## src/rtl/axi_pkg.sv

```systemverilog
// AXI helper package for the read-response buffer.
//   resp_e    : AXI RRESP encoding
//   AXI_LEN_W : width of arlen / burst beat counter
package axi_pkg;
  localparam int AXI_LEN_W = 8;

  typedef enum logic [1:0] {
    OKAY   = 2'b00,
    EXOKAY = 2'b01,
    SLVERR = 2'b10,
    DECERR = 2'b11
  } resp_e;
endpackage

```

## src/rtl/sync_fifo.sv

```systemverilog
// First-word-fall-through synchronous FIFO.
//   clk, rst_n : clock, synchronous active-low reset (empties the FIFO)
//   push_i     : write wdata_i (ignored when full)
//   pop_i      : drop head entry (ignored when empty)
//   rdata_o    : head entry, valid whenever !empty_o
//   full_o, empty_o, count_o : registered occupancy flags / count
module sync_fifo #(
  parameter int WIDTH = 8,
  parameter int DEPTH = 8
) (
  input  logic                       clk,
  input  logic                       rst_n,
  input  logic                       push_i,
  input  logic [WIDTH-1:0]           wdata_i,
  input  logic                       pop_i,
  output logic [WIDTH-1:0]           rdata_o,
  output logic                       full_o,
  output logic                       empty_o,
  output logic [$clog2(DEPTH+1)-1:0] count_o
);
  localparam int AW = $clog2(DEPTH);
  localparam int CW = $clog2(DEPTH+1);

  logic [WIDTH-1:0] mem_q [DEPTH];
  logic [AW-1:0]    wr_ptr_q, wr_ptr_d;
  logic [AW-1:0]    rd_ptr_q, rd_ptr_d;
  logic [CW-1:0]    count_q, count_d;
  logic             do_push, do_pop;

  assign full_o  = (count_q == CW'(DEPTH));
  assign empty_o = (count_q == '0);
  assign count_o = count_q;
  assign rdata_o = mem_q[rd_ptr_q];

  assign do_push = push_i && !full_o;
  assign do_pop  = pop_i && !empty_o;

  // DEPTH is a power of two, so the pointers wrap naturally.
  always_comb begin
    wr_ptr_d = wr_ptr_q;
    rd_ptr_d = rd_ptr_q;
    count_d  = count_q;
    if (do_push) wr_ptr_d = wr_ptr_q + 1'b1;
    if (do_pop)  rd_ptr_d = rd_ptr_q + 1'b1;
    case ({do_push, do_pop})
      2'b10:   count_d = count_q + 1'b1;
      2'b01:   count_d = count_q - 1'b1;
      default: count_d = count_q;
    endcase
  end

  always_ff @(posedge clk) begin
    if (!rst_n) begin
      wr_ptr_q <= '0;
      rd_ptr_q <= '0;
      count_q  <= '0;
    end else begin
      wr_ptr_q <= wr_ptr_d;
      rd_ptr_q <= rd_ptr_d;
      count_q  <= count_d;
    end
  end

  // Storage needs no reset: the head is only observed when count is non-zero.
  always_ff @(posedge clk) begin
    if (do_push) mem_q[wr_ptr_q] <= wdata_i;
  end
endmodule

```

## src/rtl/read_resp_fifo.sv

```systemverilog
// AXI4 R-channel response buffer. Burst commands (id, len) and cache data
// beats are queued independently and merged into R beats with rid/rlast/rresp.
//   cmd_*   : burst command push (id from arid, len from arlen)
//   beat_*  : data beat push from the cache datapath
//   r*      : AXI R channel toward the interconnect
//   data_count : beats currently held in the data FIFO
module read_resp_fifo
  import axi_pkg::*;
#(
  parameter int DATA_WIDTH = 64,
  parameter int ID_WIDTH   = 4,
  parameter int DEPTH      = 8,
  parameter int CMD_DEPTH  = 4
) (
  input  logic                       clk,
  input  logic                       rst_n,
  input  logic                       cmd_valid,
  output logic                       cmd_ready,
  input  logic [ID_WIDTH-1:0]        cmd_id,
  input  logic [AXI_LEN_W-1:0]       cmd_len,
  input  logic                       beat_valid,
  output logic                       beat_ready,
  input  logic [DATA_WIDTH-1:0]      beat_data,
  input  logic [1:0]                 beat_resp,
  output logic                       rvalid,
  input  logic                       rready,
  output logic [ID_WIDTH-1:0]        rid,
  output logic [DATA_WIDTH-1:0]      rdata,
  output logic [1:0]                 rresp,
  output logic                       rlast,
  output logic [$clog2(DEPTH+1)-1:0] data_count
);
  localparam int CMD_W = ID_WIDTH + AXI_LEN_W;
  localparam int DAT_W = DATA_WIDTH + 2;

  logic [CMD_W-1:0]                 c_head;
  logic                             c_full, c_empty;
  logic [$clog2(CMD_DEPTH+1)-1:0]   c_count;
  logic [DAT_W-1:0]                 d_head;
  logic                             d_full, d_empty;

  logic [AXI_LEN_W-1:0]  beat_cnt_q, beat_cnt_d;
  logic [AXI_LEN_W-1:0]  head_len;
  logic [ID_WIDTH-1:0]   head_id;
  resp_e                 head_resp;
  logic                  head_last;
  logic                  fire;

  // Readies come from registered occupancy only.
  assign cmd_ready  = !c_full;
  assign beat_ready = !d_full;

  sync_fifo #(.WIDTH(CMD_W), .DEPTH(CMD_DEPTH)) u_cmd_fifo (
    .clk     (clk),
    .rst_n   (rst_n),
    .push_i  (cmd_valid && cmd_ready),
    .wdata_i ({cmd_id, cmd_len}),
    .pop_i   (fire && head_last),
    .rdata_o (c_head),
    .full_o  (c_full),
    .empty_o (c_empty),
    .count_o (c_count)
  );

  sync_fifo #(.WIDTH(DAT_W), .DEPTH(DEPTH)) u_dat_fifo (
    .clk     (clk),
    .rst_n   (rst_n),
    .push_i  (beat_valid && beat_ready),
    .wdata_i ({beat_resp, beat_data}),
    .pop_i   (fire),
    .rdata_o (d_head),
    .full_o  (d_full),
    .empty_o (d_empty),
    .count_o (data_count)
  );

  assign head_id   = c_head[AXI_LEN_W +: ID_WIDTH];
  assign head_len  = c_head[AXI_LEN_W-1:0];
  assign head_resp = resp_e'(d_head[DATA_WIDTH +: 2]);

  assign rvalid    = !d_empty && !c_empty;
  assign head_last = (beat_cnt_q == head_len);
  assign fire      = rvalid && rready;

  // Outputs are zeroed when idle so nothing stale leaks onto the bus.
  assign rid   = rvalid ? head_id : '0;
  assign rdata = rvalid ? d_head[DATA_WIDTH-1:0] : '0;
  assign rresp = rvalid ? head_resp : OKAY;
  assign rlast = rvalid && head_last;

  // Counter clears on the last beat, so len=255 tops out at 255 without wrapping.
  always_comb begin
    beat_cnt_d = beat_cnt_q;
    if (fire) beat_cnt_d = head_last ? '0 : beat_cnt_q + 1'b1;
  end

  always_ff @(posedge clk) begin
    if (!rst_n) beat_cnt_q <= '0;
    else        beat_cnt_q <= beat_cnt_d;
  end
endmodule

```

## config.mk

```make
export PLATFORM = sky130hd
export DESIGN_NAME = read_resp_fifo
export DESIGN_NICKNAME = d
export VERILOG_FILES = /design/src/rtl/axi_pkg.sv /design/src/rtl/sync_fifo.sv /design/src/rtl/read_resp_fifo.sv
export SDC_FILE = /design/constraint.sdc
export NUM_CORES = 1
export LEC_CHECK = 0
export BUFFER_PORTS_ARGS = -buffer_cell sky130_fd_sc_hd__buf_2
export CELL_PAD_IN_SITES_DETAIL_PLACEMENT = 1
export CELL_PAD_IN_SITES_GLOBAL_PLACEMENT = 1
export CORE_ASPECT_RATIO = 2
export CORE_MARGIN = 8
export CORE_UTILIZATION = 35
export CTS_CLUSTER_DIAMETER = 40
export DETAILED_ROUTE_END_ITERATION = 10
export PLACE_DENSITY = 0.67
export SLEW_MARGIN = 10
export SYNTH_ARGS = -nofsm -noshare
export SYNTH_HDL_FRONTEND = slang
export SYNTH_SLANG_ARGS = --single-unit
```

## constraint.sdc

```tcl
create_clock -name clk -period 6.09 [get_ports clk]
set_clock_uncertainty 0.2 [all_clocks]
set_input_delay 0.9135 -clock clk [delete_from_list [all_inputs] [get_ports clk]]
set_output_delay 0.9135 -clock clk [all_outputs]
set_load 0.1 [all_outputs]
```

==> impl_results.md, run 1 <==
* IO Count at between 150 and 200
* Tcrit/Tclk final at 73.2%
* Pint at between 6 and 7 mW
* Drt pass-1 iters at 4
* Area Growth Syn to Fin at 17.0%
* RSZ-0062 raised after global routing: no
* Layout cells sized above 1 at 32.5%
* Die Y at 380 microns
* Crit path launch type: flop
* Input/output buffers at 160
* FMAX at 224 MHz
* Number of remaining DRC errors at 0
* Outcome: completed
* CP Cell Sequence: mux4_2, xnor2_2, nand4_2, nor4_1, buf_2
* Psw at between 2 and 2.5 mW
* Total grt overflow at 0
* Hold slack at 0.286 ns
* Postcts setup bufs at 0
* Final max-slew violation count at 0
* Period minus WS final at 4.46 ns
* Worst VDD drop at 0.266 mV
* YS warnings at 0
* Clk buf depth at 3
* HP Class: reg -> reg
* Clock latency on the worst-skew pair at roughly 0.6 ns
* Seq pwr share at ~50%
* Final net count at 1,370
* Post-route cell area at 27,200 sq um
* Cts hold-fix bufs at 0
* CTS sink cnt at around 610
* H-tree depth at 2
* Leading area contributor after synthesis: edfxtp_1
* Largest net degree at the start of global routing at 74
* Initial antenna violation count at 19
* Initial Util at around 35%
* Multi-input gate area at 5180 sq um
* DRT antenna net count at 0
* CP arrival at 3.34 ns
* Worst setup margin at about 1.6 ns
* Clock network fraction of design power at about two fifths
* Net Count, Synth at 1,180
* Resized cells post-CTS at 0
* Distinct cells, synth at 35
* Post-DP Area at 25,300 sq um
* Initial DRC count at 425
* CP Capture Type: primary output
* Yosys reg bits at 606
* Syn_area_per_cell at approximately 21 sq um
* Die area at about 75,000 sq um
* Filler cells at between 6,000 and 7,000
* Post-synthesis sequential area ratio at 77.0%
* Setup CP Type: reg -> out
* First-pass GRT wire length at ~78 mm
* Sequential cell area at 17,900 sq um
* CTS buffer count at 57
* CP max stage cell: dfxtp_1
* Setup TNS at 0 ns
* Slowest stage delay, CP at 0.80 ns
* # setup viols final at 0
* Post-synth top area share at between 70% and 80%
* Sw frac at 25.5%
* Commonest non-fill, non-tap cell in the layout: edfxtp_1
* TritonCTS clock tree: done
* Root Driver: clkbuf_16
* Worst Tran Pin Value at 1.17 ns
* Power Total at 9.37 mW
* Die W at 198 microns
* Slew margin rel. at 21.7%
* Pleak at 8.65 nW
* GRT Util Overall at 13.9%
* Crit-path max FO at 12
* Comb pwr share at 11.3%
* Via Count at between 10,000 and 15,000
* Clock transition at path regs at 0.07 ns
* Final hold vios at 0
* Syn Inst Count at around 1,100
* Synthesized area at approximately 23,000 sq um
* Synth top area cells: edfxtp_1 (74%), mux4_2 (13%), mux2i_1 (2.9%)
* Wirelength per Cell at about 24 microns
* Core box area at 65,700 sq um
* Vias/cell at 4.92
* Most frequent cells in the layout: edfxtp_1 (576), buf_2 (160), mux4_2 (139), nor2_1 (86), mux2i_1 (67)
* HPWL Detailed at approximately 31 mm
* Max_cap viols at 0
* Rows at around 130
* Setup WS pre-CTS at approximately 2.2 ns
* Vias in the first global route at roughly 12,000
* Wirelength, routed at 52.4 mm
* Worst EP required at between 4 and 5 ns
* GPL Wtd Cong at 0.709
* Pwr dens at 344 nW/um^2
Yosys cell counts:
master,count
clkbuf_1,29
buf_2,8
nor4_1,2
and3_1,8
mux4_2,139
or4_1,2
ha_1,11
nand4_1,2
a21oi_1,13
nor3_1,7
fa_1,2
mux2i_1,67
xor2_1,12
or2_2,2
nand3_1,7
nand2b_1,2
o21ai_0,2
a21o_1,1
edfxtp_1,576
nand4_2,1
xnor2_2,3
xnor2_1,9
o31ai_2,1
buf_6,1
inv_1,11
buf_1,11
dfxtp_1,30
clkinv_1,1
nor2_1,92
mux4_1,5
nand2_1,19
and4_1,1
or3_1,5
o31ai_1,1
and2_1,1
final cells by class:
| type | instances | area share [%] |
|---|---|---|
| inverters | 12 | 0.166 |
| flip-flops and latches | 606 | 65.8 |
| clock buffers | 67 | 5.61 |
| diodes | 7 | 0.0644 |
| repair buffers | 180 | 3.77 |
| multi-input cells | 417 | 19.0 |
| well taps | 877 | 4.03 |
| clock inverters | 41 | 1.50 |
state kept, by name, summed over array words and instances, names as in the netlist, named ones only:
signal and cells:
u_dat_fifo.rd_ptr_q 3, u_dat_fifo.mem_q 528, u_cmd_fifo.count_o 3, u_cmd_fifo.mem_q 48, u_cmd_fifo.wr_ptr_q 2, u_dat_fifo.count_o 4
beat_cnt_q 8, u_dat_fifo.wr_ptr_q 3, u_cmd_fifo.rd_ptr_q 2
layer usage:
metal	global-route usage, %	part of all wire, %	vias up	routed length (microns)
li1	-	-	4817	-
met1	16.2	39	5698	20700
met2	25.1	53	251	27500
met3	3.34	5.6	85	2920
met4	3.95	2.2	16	1160
met5	0	0.19	-	99
power by group through the flow:
stage / clock network (mW) / registers [mW] / logic [mW]
finish: 3.61 / 4.70 / 1.06
CTS: 3.71 / 4.71 / 1.09
global route: 3.83 / 4.71 / 1.13
detailed placement: 0 / 4.80 / 1.09
floorplan: 0 / 4.81 / 0.780
global placement: 0 / 4.79 / 1.07
worst max-delay path, delay by kind of cell, from the launching register on:
kind          cells  cell delay (ns)
mux               1             0.64
simple gates      2             0.63
flops             1             0.80
xor+xnor          1             0.17
buf+inv           1             0.49
through the flow:
step           instances  utilization [%]
3_3_place_gp        2092             38.4
5_1_grt             2200             41.4
4_1_cts             2200             41.4
3_5_place_dp        2092             38.4
6_report            2207             41.4
2_1_floorplan       1084                -
logic make-up (layout without fill, tap and decap cells):
kind of cell	after synthesis	after routing	share of synthesized area [%]
AND/OR/NAND/NOR	151	151	2.84
flip-flops	606	606	77.0
adder cells (fa/ha/maj)	13	13	0.764
multiplexers	211	211	16.9
buffers and inverters	61	300	1.06
other	0	7	0
AO/OA/AOI/OAI	18	18	0.441
XOR/XNOR	24	24	1.00
path summary, 6_finish.rpt:
path | start | endpoint | slack (ns) | cells past startpoint
worst max-delay path | flop | rlast | 1.63 | 5
worst min-delay path | u_dat_fifo.rd_ptr_q[1]$_SDFFE_PN0N_ | flop | 0.29 | 2
worst max register to register | flop | u_cmd_fifo.count_o[2]$_SDFFE_PN0P_ | 2.36 | 10
worst min register to register | u_dat_fifo.rd_ptr_q[1]$_SDFFE_PN0N_ | flop | 0.29 | 2
Note: power is estimated with default switching activity, not from simulation.
==> inputs of run 2 (changes only) <==
--- a/config.mk
+++ b/config.mk
@@ -13,7 +13,7 @@
 export CORE_UTILIZATION = 35
 export CTS_CLUSTER_DIAMETER = 40
 export DETAILED_ROUTE_END_ITERATION = 10
-export PLACE_DENSITY = 0.67
+export PLACE_DENSITY = 0.65
 export SLEW_MARGIN = 10
 export SYNTH_ARGS = -nofsm -noshare
 export SYNTH_HDL_FRONTEND = slang
==> constraint.sdc (replaced) <==
create_clock -name clk -period 4.2 [get_ports clk]
set_clock_uncertainty 0.2 [all_clocks]
set_input_delay 0.63 -clock clk [delete_from_list [all_inputs] [get_ports clk]]
set_output_delay 0.63 -clock clk [all_outputs]
set_load 0.1 [all_outputs]
==> run 2 against run 1 <==
Compared with the run above:
- total power up 44%
- final cell count up 0.36%
- die area unchanged
- flip-flop and latch count unchanged
- first-iteration DRC count down 4.9%
- design area up 0.60%
- routed wire length down 0.59%
- global-route usage about the same
- non-clock buffer count up 12
- sequential share of layout area down 0.38 points
- combinational power up 47%
- critical path type unchanged
- highest routed layer unchanged
==> impl_results.md, run 2 (synthesis results as in run 1) <==
* Wirelength, routed at approximately 52 mm
* Resized cells post-CTS at 0
* Period minus WS final at 3.90 ns
* Core box area at 65,700 sq um
* GPL Wtd Cong at 0.742
* Setup WS pre-CTS at 0.529 ns
* Initial DRC count at 404
* Slowest stage delay, CP at 0.65 ns
* Via Count at 10,900
* Final hold vios at 0
* Die W at just under 200 microns
* Worst Tran Pin Value at about 0.83 ns
* Die area at 75,400 sq um
* Worst VDD drop at between 0.4 and 0.5 mV
* Clock latency on the worst-skew pair at 0.60 ns
* Sequential cell area at roughly 18,000 sq um
* CP Capture Type: primary output
* Final max-slew violation count at 0
* Top Registers: u_dat_fifo.mem_q (528), u_cmd_fifo.mem_q (48), beat_cnt_q (8)
* Initial Util at 35.4%
* Commonest non-fill, non-tap cell in the layout: edfxtp_1
* WHS Path Cells at 1
* Clock transition at path regs at 0.06 ns
* Power Total at 13.5 mW
* Multi-input gate area at 5190 sq um
* Finished Core Util at around two fifths
* Worst reg-to-reg path cell count at 10
* Setup TNS at 0 ns
* Crit-path max FO at 9
* Tcrit/Tclk final at 93.0%
* Layout cells sized above 1 at 33.0%
* Largest register FFs at 528
* Postcts setup bufs at 0
* CTS buffer count at 57
* Vias in the first global route at 12,400
* Most frequent cells in the layout: edfxtp_1 (576), buf_2 (160), mux4_2 (139), nor2_1 (86), mux2i_1 (67)
* TritonCTS clock tree: done
* Initial antenna violation count at 16
* Number of remaining DRC errors at 0
* Setup CP Type: reg -> out
* CP delay by family, top: flip-flops
* FMAX at 256 MHz
* Max_cap viols at 0
* Largest net degree at the start of global routing at 67
* Critical path depth in cells at 5
* Total grt overflow at 0
* Pleak at roughly 8.7 nW
* Input/output buffers at 160
* CP arrival at 3.07 ns
* Filler cells at 6,221
* DRT antenna net count at 0
* Outcome: completed
* Pwr dens at 493 nW/um^2
* Vias/cell at 4.93
* IO Count at 161
* R2R Setup Slk at approximately 0.54 ns
* H-tree depth at 2
* # setup viols final at 0
* Rows at between 100 and 150
* Worst setup margin at 0.295 ns
* HPWL Detailed at 31.7 mm
* CP max stage cell: dfxtp_1
* CTS sink cnt at just over 600
* Worst path bufs/invs at 1
* HP Class: in -> reg
* Wirelength per Cell at 23.5 microns
* First-pass GRT wire length at 78.9 mm
* Clk buf depth at 3
* Die Y at 380 microns
* Crit path launch type: flop
* Root Driver: clkbuf_16
* Drt pass-1 iters at 4
* Final net count at 1,382
* RSZ-0062 raised after global routing: no
* Cts hold-fix bufs at 0
* Hold slack at 0.0513 ns
* Area Growth Syn to Fin at 17.7%
* Largest register by flop count: u_dat_fifo.mem_q
* GRT Util Overall at between 10 and 15%
* Slew margin rel. at about 45%
* CP Cell Sequence: mux4_2, xnor2_2, nand4_2, nor4_2, buf_2
* Worst EP required at 3.37 ns
-- run 2: cell types whose count changed in the layout (fill, tap and decap cells not counted), sizes merged --
| cell | change |
|---|---|
| diode | -1 |
| clkbuf | -4 |
| clkinv | +5 |
| buf | +12 |
| bufinv | +1 |
| clkinvlp | -5 |
-- run 2: power breakdown --
group / total, mW / leakage, nW / internal (mW) / switching (mW)
sequential: 6.83 / 5.48 / 6.77 / 0.0598
clock: 5.11 / 0.904 / 2.88 / 2.23
combinational: 1.56 / 2.34 / 0.425 / 1.13
total: 13.5 / 8.73 / 10.1 / 3.42
-- run 2: worst paths after layout --
kind / startpoint / end
min: cmd_id[3] / u_cmd_fifo.mem_q[0][11]$_DFFE_PP_
max: flop / rlast
min reg2reg: u_cmd_fifo.rd_ptr_q[1]$_SDFFE_PN0P_ / flop
max reg2reg: flop / u_cmd_fifo.count_o[2]$_SDFFE_PN0P_
-- run 2: stage by stage --
stage	instance area [sq um]	instances
3_5_place_dp	25500	2104
5_1_grt	27400	2209
2_1_floorplan	23300	1084
4_1_cts	27400	2209
6_report	27400	2215
3_3_place_gp	25500	2104
-- run 2: worst reg2reg max path: stages (launching register included) --
cell     delay, ns
dfxtp_1       0.65
mux4_1        0.65
xor2_1        0.16
or3_1         0.38
nor3_1        0.23
ha_1          0.23
inv_1         0.07
fa_1          0.37
xor2_1        0.16
or3_1         0.31
a21oi_1       0.15
-- run 2: layout make-up --
class | count | share of cell area, %
flip-flops and latches | 606 | 65.4
multi-input cells | 417 | 19.0
clock buffers | 63 | 5.29
repair buffers | 192 | 4.58
well taps | 877 | 4.01
clock inverters | 42 | 1.50
inverters | 12 | 0.165
diodes | 6 | 0.0548
-- run 2: layer usage --
metal	part of all wire [%]	vias up	track usage (%)
met5	0.16	-	0
met4	2.1	14	3.68
met3	5.4	94	3.28
met2	54	219	25.8
met1	39	5757	15.7
li1	-	4843	-
